### src/rtl/time_pkg.sv
// Shared time constants and the seconds-of-day decoder state encoding.
package time_pkg;

    localparam int unsigned SECONDS_PER_HOUR   = 3600;
    localparam int unsigned SECONDS_PER_MINUTE = 60;
    localparam int unsigned HOURS_PER_DAY      = 24;

    typedef enum logic [1:0] {
        IDLE   = 2'd0,
        HRS    = 2'd1,
        MINS   = 2'd2,
        DIGITS = 2'd3
    } dec_state_t;

endpackage

### src/rtl/bcd_split_6.sv
// Combinational split of a 6-bit binary value (0..59) into BCD tens/units.
module bcd_split_6 (
    input  logic [5:0] bin,
    output logic [3:0] tens,
    output logic [3:0] units
);

    logic [5:0] tens_x10;

    always_comb begin
        tens = '0;
        if      (bin >= 6'd50) tens = 4'd5;
        else if (bin >= 6'd40) tens = 4'd4;
        else if (bin >= 6'd30) tens = 4'd3;
        else if (bin >= 6'd20) tens = 4'd2;
        else if (bin >= 6'd10) tens = 4'd1;
        tens_x10 = 6'(tens) * 6'd10;
        units    = 4'(bin - tens_x10);
    end

endmodule

### src/rtl/time_count_decoder.sv
// Seconds-of-day to HH:MM:SS BCD converter using repeated subtraction.
// Define TIME_COUNT_DECODER_12H_EN for 12-hour display with PM flag.
module time_count_decoder
    import time_pkg::*;
#(
    parameter int unsigned BIT_WIDTH = 17,
    parameter int unsigned MAX_COUNT = 86400
) (
    input  logic                 i_Clk,
    input  logic                 i_Reset,
    input  logic [BIT_WIDTH-1:0] i_Count,
    input  logic                 i_Count_Valid,
    output logic                 o_Busy,
    output logic                 o_Done,
    output logic                 o_Error,
    output logic [3:0]           o_Hours_Tens,
    output logic [3:0]           o_Hours_Units,
    output logic [3:0]           o_Minutes_Tens,
    output logic [3:0]           o_Minutes_Units,
    output logic [3:0]           o_Seconds_Tens,
    output logic [3:0]           o_Seconds_Units,
    output logic                 o_PM
);

    dec_state_t           state, next_state;
    logic [BIT_WIDTH-1:0] remainder;
    logic [4:0]           hours;
    logic [5:0]           minutes;
    logic                 err_pend;

    logic                 accept;
    logic                 count_bad;
    logic                 hr_ge;
    logic                 min_ge;

    logic [4:0]           disp_hours;
    logic                 pm_next;
    logic [3:0]           ht, hu, mt, mu, st, su;

    assign accept    = (state == IDLE) && i_Count_Valid && !err_pend;
    assign count_bad = 32'(i_Count) >= MAX_COUNT;
    assign hr_ge     = 32'(remainder) >= SECONDS_PER_HOUR;
    assign min_ge    = 32'(remainder) >= SECONDS_PER_MINUTE;
    assign o_Busy    = (state != IDLE);

    always_ff @(posedge i_Clk or posedge i_Reset) begin
        if (i_Reset) state <= IDLE;
        else         state <= next_state;
    end

    always_comb begin
        next_state = state;
        case (state)
            IDLE:    if (accept && !count_bad) next_state = HRS;
            HRS:     if (!hr_ge)               next_state = MINS;
            MINS:    if (!min_ge)              next_state = DIGITS;
            DIGITS:                            next_state = IDLE;
            default:                           next_state = IDLE;
        endcase
    end

`ifdef TIME_COUNT_DECODER_12H_EN
    localparam logic [4:0] HALF_DAY = 5'(HOURS_PER_DAY / 2);

    always_comb begin
        disp_hours = hours;
        if (hours == 5'd0)          disp_hours = HALF_DAY;
        else if (hours > HALF_DAY)  disp_hours = hours - HALF_DAY;
    end
    assign pm_next = (hours >= HALF_DAY);
`else
    assign disp_hours = hours;
    assign pm_next    = 1'b0;
`endif

    bcd_split_6 u_split_hours (
        .bin   ({1'b0, disp_hours}),
        .tens  (ht),
        .units (hu)
    );

    bcd_split_6 u_split_minutes (
        .bin   (minutes),
        .tens  (mt),
        .units (mu)
    );

    bcd_split_6 u_split_seconds (
        .bin   (remainder[5:0]),
        .tens  (st),
        .units (su)
    );

    // An out-of-range count is flagged one edge after acceptance while the FSM stays in IDLE.
    always_ff @(posedge i_Clk or posedge i_Reset) begin
        if (i_Reset) begin
            remainder       <= '0;
            hours           <= '0;
            minutes         <= '0;
            err_pend        <= 1'b0;
            o_Done          <= 1'b0;
            o_Error         <= 1'b0;
            o_PM            <= 1'b0;
            o_Hours_Tens    <= '0;
            o_Hours_Units   <= '0;
            o_Minutes_Tens  <= '0;
            o_Minutes_Units <= '0;
            o_Seconds_Tens  <= '0;
            o_Seconds_Units <= '0;
        end else begin
            o_Done   <= 1'b0;
            err_pend <= 1'b0;
            case (state)
                IDLE: begin
                    if (err_pend) begin
                        o_Done  <= 1'b1;
                        o_Error <= 1'b1;
                    end
                    if (accept) begin
                        remainder <= i_Count;
                        hours     <= '0;
                        minutes   <= '0;
                        if (count_bad) err_pend <= 1'b1;
                        else           o_Error  <= 1'b0;
                    end
                end
                HRS: begin
                    if (hr_ge) begin
                        remainder <= remainder - BIT_WIDTH'(SECONDS_PER_HOUR);
                        hours     <= hours + 5'd1;
                    end
                end
                MINS: begin
                    if (min_ge) begin
                        remainder <= remainder - BIT_WIDTH'(SECONDS_PER_MINUTE);
                        minutes   <= minutes + 6'd1;
                    end
                end
                DIGITS: begin
                    o_Hours_Tens    <= ht;
                    o_Hours_Units   <= hu;
                    o_Minutes_Tens  <= mt;
                    o_Minutes_Units <= mu;
                    o_Seconds_Tens  <= st;
                    o_Seconds_Units <= su;
                    o_PM            <= pm_next;
                    o_Done          <= 1'b1;
                end
                default: ;
            endcase
        end
    end

endmodule

### config.mk
export PLATFORM = sky130hd
export DESIGN_NAME = time_count_decoder
export DESIGN_NICKNAME = d
export VERILOG_FILES = /design/src/rtl/time_pkg.sv /design/src/rtl/bcd_split_6.sv /design/src/rtl/time_count_decoder.sv
export SDC_FILE = /design/constraint.sdc
export NUM_CORES = 1
export LEC_CHECK = 0
export CORE_UTILIZATION = 61
export DETAILED_ROUTE_END_ITERATION = 8
export PLACE_DENSITY = 0.93
export SLEW_MARGIN = 10
export SYNTH_ARGS = -nofsm -noshare
export SYNTH_HDL_FRONTEND = slang
export SYNTH_SLANG_ARGS = --single-unit
### constraint.sdc
create_clock -name i_Clk -period 8.15 [get_ports i_Clk]
set_clock_uncertainty 0.05 [all_clocks]
set_input_delay 1.2225 -clock i_Clk [delete_from_list [all_inputs] [get_ports i_Clk]]
set_output_delay 1.2225 -clock i_Clk [all_outputs]
set_load 0.01 [all_outputs]
==> impl_results.md, run 1 <==
* Clock edge transition at the registers on the reported setup and hold paths at 0.09 ns
* Initial Utilization at 0.643
* Count of input and output buffers at 42
* Wire per inst at 16.7 um
* Period utilization at 0.390
* Synth Warn # at 0
* Vias at 3,370
* Post-cts sizing count at 0
* Crit. Startpoint: state[0]
* CORE AREA at 0.00603 mm^2
* Hold-fix buffers at CTS at 0
* Critical Path AT at 3.33 ns
* Total congestion overflow at 0
* Max rail drop VDD at 0.000279 V
* Total CTS buffers at 5
* Initial DRT Pass Iterations at 5
* Die height at 81.7 um
* Die width at 81.7 um
* Placement Cell Area at 0.00423 mm^2
* Top FF cell, synth: dfrtp_1
* TritonCTS clock tree: yes
* DIE AREA at 0.00667 mm^2
* Vias in the first global route at 3,120
* Final WL at 8620 um
* Worst hold path type: reg -> reg
* Post-synth EDFFs at 0
* Hpwl dp at 6120 um
* Dpl ws at 4.83 ns
* Ports at 48
* Sequential element share of the synthesized area at 0.342
* Post-Syn Instances at 417
* Antenna violations before repair at 0
* H-tree levels at 2
* Largest fanout on the critical path at 21
* # Post-CTS Setup Buffers at 0
* Worst slew pin tran at 0.920 ns
* FF-to-FF End: remainder[5]
* Clk sinks at 53
* Relative slew slack at 0.387
* Final ANT Viol Nets at 0
* Minimum clock period at 3.18 ns
* Syn Area/Cell at 9.29 um^2
* Fmax at 0.314 GHz
* R2R depth at 6
* Synthesized area at 0.00387 mm^2
* Max-cap violations at 0
* Layout area overhead at 12.4%
* Crit start category: flip-flop
* Worst EP required at 8.29 ns
* Share of layout cells above drive strength 1 at 0.0955
* Power Dens Cells at 418 mW/mm^2
* Clk Latency, worst-skew pair at 0.31 ns
* RSZ-0062 raised after global routing: false
* Reg-to-reg setup timing slack at 4.97 ns
* CP endpoint: remainder[5]
* Fin. max-slew vios at 0
* Yosys reg bits at 53
* First-pass GRT wire length at 14,300 um
* Clock Root Buffer: clkbuf_8
* Row count at 28
* Static Leakage at 1.83 nW
* Vias per std cell at 6.54
* Ys async rst share at 1.00
* Initial DRC Count at 235
* Post-synth top area share at 0.342
* Post-route DRC at 0
* Most area-hungry cell type in the Yosys netlist: dfrtp_1
* Post-synthesis cell type count at 78
* Reg2reg start: state[0]
* CP endpoint kind: flip-flop
* GRT Overall Usage at 0.279
* Count leader, synth: dfrtp_1
* Top post-synthesis cells by area: dfrtp_1, ha_1, o21ai_0, mux2_2, nor2_1
* CP Class: reg -> reg
* Clock Path Buffers at 2
* Nets at 481
* Global placement routability congestion at 0.963
* Inserted Diodes at 0
* Synth top cells by count: dfrtp_1, o21ai_0, nor2_1, inv_1, a21oi_1
* Largest net degree at the start of global routing at 54
* Fin area at 0.00435 mm^2
* Status: completed
* Worst setup margin at 4.97 ns
* Setup_tns at 0 ns
* Final Hold Viols at 0
* Final Setup Violations at 0
[layout by cell type, fill, tap and decap left out, types with 4 or more instances in the layout]
cell type / count
dfrtp_1: 53
clkdlybuf4s50_1: 42
o21ai_0: 34
nor2_1: 30
inv_1: 27
a21oi_1: 21
ha_1: 19
nand2_1: 16
nand3_1: 14
mux2_2: 11
a211oi_1: 8
a31oi_1: 8
xor2_1: 8
mux2i_1: 7
nor3_1: 7
nor2b_1: 7
or3_1: 6
o22ai_1: 6
clkbuf_8: 6
o31ai_1: 5
conb_1: 5
and3_1: 4
o21ai_1: 4
o31ai_4: 4
o211ai_1: 4
a22o_1: 4
a21o_1: 4
[critical path, cell delays in order (launching register included)]
cell,delay (ns)
dfrtp_1,0.41
inv_1,0.12
ha_1,0.67
inv_1,0.53
o311ai_4,0.77
or2_4,0.38
o31ai_1,0.12
[cell families after synthesis]
group           after synthesis  synth area share
compound gates              141             0.272
simple gates                109             0.155
buf+inv                      60            0.0730
flops                        53             0.342
fa+ha+maj                    24            0.0820
mux                          18            0.0501
xor+xnor                     11            0.0249
other cells                   1          0.000968
[per-layer routing]
metal | GRT usage | wire length (um) | vias to the layer above
met5 | 0 | 0 | -
met4 | 0.104 | 152 | 0
met3 | 0.0433 | 473 | 21
met2 | 0.473 | 4210 | 133
met1 | 0.359 | 3790 | 1644
li1 | - | - | 1572
[metrics by stage]
step	utilization	power [mW]	instances	hold WS (ns)
2_1_floorplan	-	1.36	421	0.464
3_3_place_gp	0.702	1.58	507	0.419
3_5_place_dp	0.702	1.62	507	0.438
4_1_cts	0.722	1.82	515	0.462
5_1_grt	0.723	1.97	515	0.481
6_report	0.723	1.82	515	0.459
[power breakdown]
part           internal, mW  leakage, nW  switching (mW)
Combinational         0.491         1.10           0.614
Sequential            0.373        0.673           0.156
Clock                0.0999       0.0574          0.0874
[registers in the layout, indices dropped and copies added, names as in the netlist]
name and flops:
o_Minutes_Tens 3, o_Seconds_Tens 3, o_Seconds_Units 4, o_Minutes_Units 4, remainder 17, state 2, minutes 6, disp_hours 5
o_Hours_Units 4, o_Done 1, o_Error 1, o_Hours_Tens 2, err_pend 1
[area by class of cell]
cell class / instances / area [um^2]
multi-input cells: 308 / 2280
flip-flops and latches: 53 / 1330
inverters: 28 / 106
clock buffers: 6 / 82.6
well taps: 75 / 93.8
clock inverters: 2 / 37.5
repair buffers: 43 / 428
fillers: 454 / 1670
[how the worst min path moves through the flow]
stage | startpoint | to | slack [ns] | cells after the start
after floorplan | err_pend | o_Done | 0.46 | 2
after global placement | o_Hours_Tens[1] | o_Hours_Tens[1] | 0.42 | 2
after detailed placement | o_Seconds_Units[3] | o_Seconds_Units[3] | 0.44 | 2
after CTS | o_Seconds_Units[3] | o_Seconds_Units[3] | 0.46 | 2
after global routing | o_Seconds_Tens[0] | o_Seconds_Tens[0] | 0.48 | 1
final | o_Seconds_Units[3] | o_Seconds_Units[3] | 0.46 | 2
(Power assumes the default switching activity.)
==> inputs of run 2 (changes only) <==
- CORE_UTILIZATION: 61 -> 51
- PLACE_DENSITY: 0.93 -> 0.84
- clock period: 8.15 -> 2.6 ns (I/O delays scaled with it)
==> run 2 against run 1 <==
  * Fmax is 22% higher
  * Non-clock buffer count is 37 higher
  * Critical path type unchanged
  * Worst setup slack worse by 5.0 ns
  * Die area is 19% higher
  * Via count is 2.8% higher
  * Count of clock-buffer cells in the layout stayed put
  * Highest routed layer unchanged
  * Sequential share of layout area is 2.4 points lower
  * Critical endpoint is now o_Seconds_Units[3]
==> impl_results.md, run 2 (same netlist as run 1, synthesis figures left out) <==
* CORE AREA at 0.00729 mm^2 (+21%)
* Period utilization at 0.999 (+0.609)
* Clk Latency, worst-skew pair at 0.30 ns (about the same)
* RSZ-0062 raised after global routing: true
* Power Dens Cells at 1320 mW/mm^2 (+210%)
* Max rail drop VDD at 0.000692 V (+150%)
* Initial DRT Pass Iterations at 6 (+1)
* H-tree levels at 2 (unchanged)
* First-pass GRT wire length at 15,600 um (+9.3%)
* DIE AREA at 0.00795 mm^2 (+19%)
* Critical Path AT at 2.77 ns (-0.56 ns)
* Inserted Diodes at 0 (unchanged)
* Final WL at 9650 um (+12%)
* Antenna violations before repair at 0 (unchanged)
* Hpwl dp at 7040 um (+15%)
* Reg2reg start: remainder[2]
* Largest fanout on the critical path at 3 (-86%)
* Vias per std cell at 6.01 (-8.1%)
* Count of input and output buffers at 42 (unchanged)
* Max-cap violations at 0 (unchanged)
* Die height at 89.2 um (+9.1%)
* Layout area overhead at 22.4%
* Largest register FFs at 17 (unchanged)
* Wire per inst at 16.7 um (about the same)
* Worst hold path type: in -> async
* CP Class: reg -> reg
* Placement Cell Area at 0.00455 mm^2 (+7.6%)
* Fin area at 0.00474 mm^2 (+8.9%)
* Initial Utilization at 0.531 (-0.112)
* Largest net degree at the start of global routing at 36 (-33%)
* Vias in the first global route at 3,294 (+5.6%)
* TritonCTS clock tree: yes
* Fmax at 0.385 GHz (+22%)
* Hold-fix buffers at CTS at 0 (unchanged)
* Static Leakage at 2.02 nW (+10%)
* Total CTS buffers at 5 (unchanged)
* Status: completed
* FF-to-FF End: o_Seconds_Units[3]
* Register with the most flip-flops: remainder
* Worst EP required at 2.77 ns (-5.52 ns)
* Initial DRC Count at 302 (+29%)
* Minimum clock period at 2.60 ns (-0.584 ns)
* Final Hold Viols at 0 (unchanged)
* Nets at 518 (+7.7%)
* Worst setup margin at 0.00199 ns (-4.97 ns)
* Clock Root Buffer: clkbuf_8
* R2R depth at 11 (+5)
* Clk sinks at 53 (unchanged)
* Clock Path Buffers at 2 (unchanged)
* Share of layout cells above drive strength 1 at 0.195 (+0.0995)
* Relative slew slack at 0.630 (+0.243)
* Crit start category: flip-flop
* Fin. max-slew vios at 0 (unchanged)
* Final Setup Violations at 0 (unchanged)
* Most frequent cells in the layout: dfrtp_1, clkdlybuf4s50_1, buf_4, o21ai_0, nor2_1
* Clock edge transition at the registers on the reported setup and hold paths at 0.10 ns (about the same)
* CP endpoint: o_Seconds_Units[3]
* Final ANT Viol Nets at 0 (unchanged)
* Total congestion overflow at 0 (unchanged)
* Die width at 89.2 um (+9.1%)
* Global placement routability congestion at 0.879 (-8.7%)
* Reg-to-reg setup timing slack at 0.002 ns (-4.97 ns)
* Row count at 31 (+11%)
* CP endpoint kind: flip-flop
* GRT Overall Usage at 0.257 (-0.0226)
* Worst slew pin tran at 0.541 ns (-0.379 ns)
* Crit. Startpoint: remainder[2]
* Vias at 3,464 (+2.8%)
* Most common cell after layout, fill and taps aside: dfrtp_1
* Post-route DRC at 0 (unchanged)
* Ports at 48 (unchanged)
* Setup_tns at 0 ns (unchanged)
* Dpl ws at -0.0499 ns (-4.88 ns)
## run 2: cell types whose count changed in the layout (fill, tap and decap cells not counted), moves of 2 or more
cell     before  now
buf_4         1   36
dfrtp_1      53   50
dfrtp_2       0    3
ha_1         19   15
ha_2          0    2
ha_4          0    2
inv_1        27   24
inv_2         0    3
## run 2: how the worst min path moves through the flow
stage | slack (ns) | cells after the start | startpoint | end
final | 0.34 | 2 | i_Reset | o_Minutes_Units[0]
after global placement | 0.42 | 2 | o_Hours_Tens[1] | o_Hours_Tens[1]
after floorplan | 0.45 | 2 | i_Count[16] | err_pend
after global routing | 0.38 | 2 | i_Reset | o_Minutes_Units[0]
after CTS | 0.35 | 2 | i_Reset | o_Minutes_Units[3]
after detailed placement | 0.45 | 1 | o_Seconds_Tens[1] | o_Seconds_Tens[1]
## run 2: cell type report
class                           count  area [um^2]
Tap cell                           99          124
Clock buffer                        6         72.6
Multi-Input combinational cell    308         2350
Sequential cell                    53         1330
Fill cell                         625         2550
Timing Repair Buffer               80          722
Clock inverter                      2         38.8
Inverter                           28          108
## run 2: routing by layer
metal  share of wire  vias up  global-route usage  wire (um)
li1                -     1650                   -          -
met1            0.43     1682               0.329       4160
met2            0.51      114               0.445       4880
met3           0.050       18              0.0434        485
met4           0.013        0              0.0765        126
met5               0        -                   0          0
## run 2: metrics by stage
stage                     power [mW]  instances  utilization  hold slack (ns)
final                           6.25        576        0.650            0.336
after global routing            6.75        576        0.650            0.377
after CTS                       6.14        576        0.646            0.345
after detailed placement        5.49        564        0.625            0.445
after global placement          5.34        564        0.625            0.419
after floorplan                 4.32        421            -            0.448
## run 2: where the power goes
| group | total (mW) | internal (mW) | switching (mW) |
|---|---|---|---|
| Combinational | 4.10 | 1.89 | 2.21 |
| Clock | 0.567 | 0.290 | 0.278 |
| Sequential | 1.58 | 1.18 | 0.408 |
## run 2: timing repair
action	4_1_cts	5_1_grt
pin swaps	4	3
resized for setup	7	5
endpoints found under the hold margin	0	0
gates cloned	0	0
buffers inserted	4	0
endpoints found under the setup margin	1	4
## run 2: critical path, cell delays in order (launching register included)
cell and delay (ns):
dfrtp_2 0.39, inv_2 0.05, ha_2 0.18, and2_4 0.16
a2111oi_4 0.35, o21ai_1 0.09, a31o_2 0.24, ha_4 0.17
fa_2 0.33, xor2_1 0.16, and3_1 0.16, o31ai_1 0.19
